[src/rtl/multicycle_control_unit.sv]
// Multi-cycle RV32I control FSM: FETCH/DECODE/EXEC/MEM/WB over a shared ALU and one memory port.
// Optional build macro TRAP_ON_ILLEGAL_EN: illegal instructions halt instead of acting as NOPs.
module multicycle_control_unit #(
    parameter int unsigned N            = 32,
    parameter int unsigned MEM_WAIT_MAX = 0,
    parameter int unsigned CNT_W        = 32
) (
    input  logic             clk_i,
    input  logic             rst_ni,
    input  logic [N-1:0]     instruction_i,
    input  logic             mem_ready_i,
    output logic             pc_write_o,
    output logic             pc_write_cond_o,
    output logic             ir_write_o,
    output logic             mem_read_o,
    output logic             mem_write_o,
    output logic             iord_o,
    output logic             reg_write_o,
    output logic [1:0]       alu_src_a_o,
    output logic [1:0]       alu_src_b_o,
    output logic [1:0]       alu_op_o,
    output logic [1:0]       pc_src_o,
    output logic [1:0]       wb_sel_o,
    output logic             halted_o,
    output logic             illegal_instr_o,
    output logic             mem_fault_o,
    output logic [2:0]       state_o,
    output logic [CNT_W-1:0] retired_o
);

    typedef enum logic [2:0] {
        StFetch  = 3'd0,
        StDecode = 3'd1,
        StExec   = 3'd2,
        StMem    = 3'd3,
        StWb     = 3'd4,
        StHalt   = 3'd5
    } state_e;

    localparam logic [4:0] OpLoad   = 5'b00000;
    localparam logic [4:0] OpImm    = 5'b00100;
    localparam logic [4:0] OpAuipc  = 5'b00101;
    localparam logic [4:0] OpStore  = 5'b01000;
    localparam logic [4:0] OpR      = 5'b01100;
    localparam logic [4:0] OpLui    = 5'b01101;
    localparam logic [4:0] OpBranch = 5'b11000;
    localparam logic [4:0] OpJalr   = 5'b11001;
    localparam logic [4:0] OpJal    = 5'b11011;
    localparam logic [4:0] OpSystem = 5'b11100;

    localparam int unsigned WdW = (MEM_WAIT_MAX > 0) ? $clog2(MEM_WAIT_MAX + 1) : 1;

    state_e           state_q, state_d;
    logic [WdW-1:0]   wd_q, wd_d;
    logic [CNT_W-1:0] retired_q, retired_d;
    logic             mem_fault_q, mem_fault_d;
`ifdef TRAP_ON_ILLEGAL_EN
    logic             illegal_q, illegal_d;
`endif

    logic [4:0] opcode;
    logic       sys_ok;
    logic       legal_op;
    logic       illegal;

    assign opcode = instruction_i[6:2];

    // Only ECALL / EBREAK are accepted from the SYSTEM space.
    assign sys_ok = (instruction_i[14:12] == 3'b000) && (instruction_i[19:7] == 13'd0) &&
                    ((instruction_i[31:20] == 12'h000) || (instruction_i[31:20] == 12'h001));

    always_comb begin
        legal_op = 1'b0;
        case (opcode)
            OpLoad, OpImm, OpAuipc, OpStore, OpR,
            OpLui, OpBranch, OpJalr, OpJal: legal_op = 1'b1;
            OpSystem:                       legal_op = sys_ok;
            default:                        legal_op = 1'b0;
        endcase
    end

    assign illegal = (instruction_i[1:0] != 2'b11) || !legal_op;

    always_comb begin
        state_d     = state_q;
        wd_d        = wd_q;
        retired_d   = retired_q;
        mem_fault_d = mem_fault_q;
`ifdef TRAP_ON_ILLEGAL_EN
        illegal_d   = illegal_q;
`endif
        case (state_q)
            StFetch: if (mem_ready_i) state_d = StDecode;
            StDecode: begin
                if (illegal) begin
`ifdef TRAP_ON_ILLEGAL_EN
                    state_d   = StHalt;
                    illegal_d = 1'b1;
`else
                    state_d   = StFetch;
`endif
                end else if (opcode == OpSystem) begin
                    state_d = StHalt;
                end else begin
                    state_d = StExec;
                end
            end
            StExec: begin
                case (opcode)
                    OpLoad, OpStore:             state_d = StMem;
                    OpR, OpImm, OpLui, OpAuipc:  state_d = StWb;
                    default:                     state_d = StFetch;
                endcase
            end
            StMem: if (mem_ready_i) state_d = (opcode == OpLoad) ? StWb : StFetch;
            StWb:    state_d = StFetch;
            StHalt:  state_d = StHalt;
            default: state_d = StFetch;
        endcase

        // MEM_WAIT_MAX wait cycles are tolerated; a further low cycle trips the watchdog.
        if ((MEM_WAIT_MAX != 0) && ((state_q == StFetch) || (state_q == StMem)) && !mem_ready_i) begin
            if (wd_q == WdW'(MEM_WAIT_MAX)) begin
                state_d     = StHalt;
                mem_fault_d = 1'b1;
            end else begin
                wd_d = wd_q + 1'b1;
            end
        end
        if (state_d != state_q) wd_d = '0;

        if ((state_d == StFetch) &&
            ((state_q == StExec) || (state_q == StMem) || (state_q == StWb))) begin
            retired_d = retired_q + 1'b1;
        end
    end

    always_ff @(posedge clk_i) begin
        if (!rst_ni) begin
            state_q     <= StFetch;
            wd_q        <= '0;
            retired_q   <= '0;
            mem_fault_q <= 1'b0;
`ifdef TRAP_ON_ILLEGAL_EN
            illegal_q   <= 1'b0;
`endif
        end else begin
            state_q     <= state_d;
            wd_q        <= wd_d;
            retired_q   <= retired_d;
            mem_fault_q <= mem_fault_d;
`ifdef TRAP_ON_ILLEGAL_EN
            illegal_q   <= illegal_d;
`endif
        end
    end

    always_comb begin
        pc_write_o      = 1'b0;
        pc_write_cond_o = 1'b0;
        ir_write_o      = 1'b0;
        mem_read_o      = 1'b0;
        mem_write_o     = 1'b0;
        iord_o          = 1'b0;
        reg_write_o     = 1'b0;
        alu_src_a_o     = 2'b00;
        alu_src_b_o     = 2'b00;
        alu_op_o        = 2'b00;
        pc_src_o        = 2'b00;
        wb_sel_o        = 2'b00;
        case (state_q)
            StFetch: begin
                mem_read_o  = 1'b1;
                alu_src_b_o = 2'b01;
                if (mem_ready_i) begin
                    ir_write_o = 1'b1;
                    pc_write_o = 1'b1;
                end
            end
            // ALUOut captures old_pc + imm, the branch / JAL target.
            StDecode: begin
                alu_src_a_o = 2'b10;
                alu_src_b_o = 2'b10;
            end
            StExec: begin
                case (opcode)
                    OpR: begin
                        alu_src_a_o = 2'b01;
                        alu_op_o    = 2'b10;
                    end
                    OpImm: begin
                        alu_src_a_o = 2'b01;
                        alu_src_b_o = 2'b10;
                        alu_op_o    = 2'b11;
                    end
                    OpLoad, OpStore: begin
                        alu_src_a_o = 2'b01;
                        alu_src_b_o = 2'b10;
                    end
                    OpBranch: begin
                        alu_src_a_o     = 2'b01;
                        alu_op_o        = 2'b01;
                        pc_src_o        = 2'b01;
                        pc_write_cond_o = 1'b1;
                    end
                    OpJal: begin
                        pc_write_o  = 1'b1;
                        pc_src_o    = 2'b01;
                        reg_write_o = 1'b1;
                        wb_sel_o    = 2'b10;
                    end
                    OpJalr: begin
                        alu_src_a_o = 2'b01;
                        alu_src_b_o = 2'b10;
                        pc_write_o  = 1'b1;
                        reg_write_o = 1'b1;
                        wb_sel_o    = 2'b10;
                    end
                    OpLui: begin
                        alu_src_a_o = 2'b11;
                        alu_src_b_o = 2'b10;
                    end
                    OpAuipc: begin
                        alu_src_a_o = 2'b10;
                        alu_src_b_o = 2'b10;
                    end
                    default: ;
                endcase
            end
            StMem: begin
                iord_o      = 1'b1;
                mem_read_o  = (opcode == OpLoad);
                mem_write_o = (opcode == OpStore);
            end
            StWb: begin
                reg_write_o = 1'b1;
                wb_sel_o    = (opcode == OpLoad) ? 2'b01 : 2'b00;
            end
            default: ;
        endcase
        if (!rst_ni) begin
            pc_write_o      = 1'b0;
            pc_write_cond_o = 1'b0;
            ir_write_o      = 1'b0;
            mem_read_o      = 1'b0;
            mem_write_o     = 1'b0;
            iord_o          = 1'b0;
            reg_write_o     = 1'b0;
            alu_src_a_o     = 2'b00;
            alu_src_b_o     = 2'b00;
            alu_op_o        = 2'b00;
            pc_src_o        = 2'b00;
            wb_sel_o        = 2'b00;
        end
    end

`ifdef TRAP_ON_ILLEGAL_EN
    assign illegal_instr_o = illegal_q || (rst_ni && (state_q == StDecode) && illegal);
`else
    assign illegal_instr_o = rst_ni && (state_q == StDecode) && illegal;
`endif
    assign halted_o    = (state_q == StHalt);
    assign mem_fault_o = mem_fault_q;
    assign state_o     = state_q;
    assign retired_o   = retired_q;

endmodule

[config.mk]
export PLATFORM = sky130hd
export DESIGN_NAME = multicycle_control_unit
export DESIGN_NICKNAME = d
export VERILOG_FILES = /design/src/rtl/multicycle_control_unit.sv
export SDC_FILE = /design/constraint.sdc
export NUM_CORES = 1
export LEC_CHECK = 0
export CAP_MARGIN = 20
export CORE_MARGIN = 1.5
export CORE_UTILIZATION = 40
export CTS_CLUSTER_SIZE = 20
export DETAILED_ROUTE_END_ITERATION = 6
export PLACE_DENSITY = 0.77
export REMOVE_ABC_BUFFERS = 1
export SLEW_MARGIN = 40
export SYNTH_ARGS = -nofsm -noshare
export SYNTH_HDL_FRONTEND = slang
export SYNTH_SLANG_ARGS = --single-unit
[constraint.sdc]
create_clock -name clk_i -period 2.5 [get_ports clk_i]
set_clock_uncertainty 0.2 [all_clocks]
set_input_delay 0.625 -clock clk_i [delete_from_list [all_inputs] [get_ports clk_i]]
set_output_delay 0.625 -clock clk_i [all_outputs]
set_load 0.01 [all_outputs]
==> impl.org <==
** Flow run
- Maximum capacitance violations :: 0

** Global routing
- Entering global routing, the biggest net connects 26 pins.
- Across every metal layer, demand over resource in global routing totals roughly a quarter.
- The via count of the first global-routing pass is 2495.
- Final global-route overflow total :: 0
- Wire length of the first global-routing pass :: 11700 µm
- The number of antenna violations at the first check in global routing came to 0.

** Route
- Dividing the detail-routed wire length by the instance count gives ~15 µm.
- Detailed Routing Iterations Pass 1 :: 4
- DRC errors left :: 0
- Total via count in the routed design :: 2793
- Summed over all layers, the routed wires come to 7670 µm.
- Via density :: 5.49
- For this block, the initial DRC count from the detailed router was 95.
- Antenna-violating nets left :: 0

** Synth
- In the synthesized netlist the dominant register cell turns out to be sky130_fd_sc_hd__dfxtp_1.
- Ranked by total cell area, the synthesized netlist is headed by sky130_fd_sc_hd__dfxtp_1 (30%), sky130_fd_sc_hd__nand2_1 (5.1%), sky130_fd_sc_hd__nor4_1 (4.6%).
- Synth cell count leaders :: sky130_fd_sc_hd__dfxtp_1 (35), sky130_fd_sc_hd__nand2_1 (32), sky130_fd_sc_hd__nor2_1 (24)
- Counting flops with a built-in enable in the synthesized netlist gives 0.
- The cell count after synthesis came out at 299.
- Combined area of all synthesized cells :: between 2000 and 2500 µm²
- Post-Syn Area per Cell :: 7.82 µm²
- Biggest area consumer among synthesized cells :: sky130_fd_sc_hd__dfxtp_1
- Yosys mapped the design onto 62 distinct sky130hd cell types.
- Ys async rst share :: 0%
- The synthesized design contains 35 register bits.
- Most instantiated library cell after synthesis :: sky130_fd_sc_hd__dfxtp_1
- For this run, the number of Yosys warnings is 0.
- Sequential fraction of the synthesis area :: 30.0%
- Summed over its instances, the top area cell type makes up 30.0% of the synthesized netlist area.

** Timing
- The number of slew-limit violations in the final report is 0.
- Dividing the final minimum period by the clock period gives 108%.
- RSZ-0062 raised after global routing :: true
- Static timing analysis puts the maximum clock frequency at 370 MHz.
- For the pin with the worst max-slew slack, the measured transition is 0.490 ns.
- Setup TNS after final layout :: -0.235 ns
- Final setup violation count :: 2
- Hold Violations, Final :: 0
- Worst rel slew slack :: about 67%
- After layout, the worst setup slack is -0.202 ns.
- Final worst path period need :: 2.70 ns

** Clock tree
- The clock net in this run drives a total of 35 sinks.
- Clock latency on the worst-skew pair :: 0.29 ns
- The tree is rooted in a sky130_fd_sc_hd__clkbuf_8.
- Clock transition at path regs :: 0.07 ns
- H-tree depth reported by CTS :: 2
- Clock tree synthesis inserted a total of 5 buffers.
- The clock passes through at most 2 buffers.
- TritonCTS built the clock tree.
- Buffers inserted to repair hold after CTS numbered 0.

** Critical path
- Type of element capturing the critical path :: output port
- Startpoint types :: primary input
- Top fanout value on the critical path :: 3
- Worst endpoint data arrival time :: 1.88 ns
- The worst setup path is of the in2out kind.
- Required time of the critical path :: 1.67 ns
- Origin of the critical flop-to-flop path :: state_o[0]
- Depth of the most critical reg-to-reg path :: 7
- In this run the register-to-register setup slack is 0.15 ns.
- Endpoint of the lowest-slack register-to-register path :: retired_o[20]

** Worst hold path
- The min-delay analysis places its worst path in the category reg2reg.
- In this run the most critical hold path is launched from retired_o[21].
- The worst hold path terminates at retired_o[21].
- The worst hold path passes through 2 cells.

** Placed design
- RD Place Congestion :: 0.845
- HPWL after detailed placement :: about 5400 µm
- In this run the tool buffered the top-level ports with 86 buffer cells.

** Status
- The checks that failed: setup timing.
- The run finished, with violations left.

** Final layout
- The multi-input combinational cells in the finished layout cover a total of 1700 µm².
- Filler cells :: 450
- Of the cells placed in the final design, the portion with a size suffix greater than 1 is 34.6%.
- FF/Latch Area :: 702 µm²
- Layout Area Growth over Synthesis :: 66.6%
- Final antenna diode count :: 0
- Total Nets Final :: 472
- Measured on the finished design, the core utilization comes to 69.9%.

** Pwr
- Across the VDD grid, the largest voltage drop is 0.226 mV.
- For this design the ratio of total power to cell area is 298 nW/µm².
- Leakage power of the design :: 0.00160 µW

** Floorplanning
- The total area inside the core boundary comes to about 5600 µm².
- Initial cell density of the core :: roughly two fifths
- # IOs :: 90
- The die is 79.4 µm tall.
- Number of rows in the core area :: 27
- Die outline area :: about 6300 µm²
- The floorplan step set the die width to 79.4 µm.
repair_timing:
| item | CTS | global route |
|---|---|---|
| pin swaps | 17 | 20 |
| setup buffers | 12 | 1 |
| endpoints found under the setup margin | 51 | 26 |
| gates resized for setup | 136 | 59 |
| endpoints found under the hold margin | 0 | 0 |
worst max-delay path: stages:
cell and delay, ns:
sky130_fd_sc_hd__buf_8 0.10, sky130_fd_sc_hd__buf_4 0.13, sky130_fd_sc_hd__inv_2 0.05, sky130_fd_sc_hd__o32ai_2 0.09, sky130_fd_sc_hd__or2_4 0.26, sky130_fd_sc_hd__or2_4 0.24
sky130_fd_sc_hd__a31oi_1 0.20, sky130_fd_sc_hd__buf_2 0.17
layout by cell type (no fill, tap or decap), types with 4 or more instances in the layout:
cell type,n
sky130_fd_sc_hd__nor4_1,9
sky130_fd_sc_hd__clkdlybuf4s50_1,37
sky130_fd_sc_hd__buf_6,7
sky130_fd_sc_hd__o21ai_0,4
sky130_fd_sc_hd__or4_1,4
sky130_fd_sc_hd__a2111oi_0,6
sky130_fd_sc_hd__xnor2_1,11
sky130_fd_sc_hd__nand2_1,29
sky130_fd_sc_hd__a21oi_1,18
sky130_fd_sc_hd__buf_2,11
sky130_fd_sc_hd__nor4_2,6
sky130_fd_sc_hd__inv_1,10
sky130_fd_sc_hd__nand4_1,12
sky130_fd_sc_hd__clkbuf_2,10
sky130_fd_sc_hd__buf_8,4
sky130_fd_sc_hd__dlymetal6s2s_1,5
sky130_fd_sc_hd__mux2i_1,9
sky130_fd_sc_hd__nand3_1,14
sky130_fd_sc_hd__dlygate4sd2_1,8
sky130_fd_sc_hd__clkdlybuf4s15_1,8
sky130_fd_sc_hd__nand2b_1,8
sky130_fd_sc_hd__buf_4,57
sky130_fd_sc_hd__clkbuf_8,5
sky130_fd_sc_hd__nor2_1,21
sky130_fd_sc_hd__dfxtp_1,34
routing by layer:
layer	wire length [µm]	global-route usage [%]	share of wire, %
met1	3300	28.8	43
met2	3800	39.5	50
met3	422	4.69	5.5
met4	146	9.65	1.9
met5	0	0	0
stage by stage:
step                      total power (µW)  std cells  setup slack (ns)  cell area (µm²)  hold WS (ns)
after floorplan                        619        280            -0.215             2230         0.301
after global placement                 743        491             -1.04             3580         0.269
after detailed placement               745        491             -1.09             3580         0.291
after CTS                             1160        511            -0.252             3850         0.302
after global routing                  1210        509            -0.237             3890         0.318
final                                 1160        509            -0.202             3890         0.299
state kept, by name, summed over array words and instances (netlist names):
register,cells
state_o,3
retired_o,32
final cells by class:
class,instances,area share [%]
flip-flops and latches,35,18.0
clock inverters,1,0.129
repair buffers,149,32.8
multi-input cells,233,43.6
well taps,72,2.31
inverters,12,1.16
clock buffers,7,1.96
kinds of logic (layout without fill, tap and decap cells):
kind of cell	count (synthesis)	after routing	share of synthesized area [%]
AND/OR/NAND/NOR	151	151	35.7
AO/OA/AOI/OAI	58	58	18.5
flip-flops	35	35	30.0
buffers and inverters	32	169	6.80
XOR/XNOR	12	12	4.50
multiplexers	9	9	3.85
adder cells (fa/ha/maj)	1	1	0.535
other	1	2	0.160
how the worst max path moves through the flow:
stage | from | endpoint | slack, ns
2_1_floorplan | rst_ni | pc_write_o | -0.21
5_1_grt | instruction_i[22] | illegal_instr_o | -0.24
3_5_place_dp | instruction_i[6] | illegal_instr_o | -1.09
4_1_cts | instruction_i[2] | illegal_instr_o | -0.25
6_report | instruction_i[2] | illegal_instr_o | -0.20
3_3_place_gp | instruction_i[6] | illegal_instr_o | -1.04
report_power, final:
part	switching (µW)	total [µW]	internal (µW)
registers	1.39	560	559
logic	92.4	201	109
clock network	203	398	195
No activity file was read; power rests on OpenSTA's default activity.
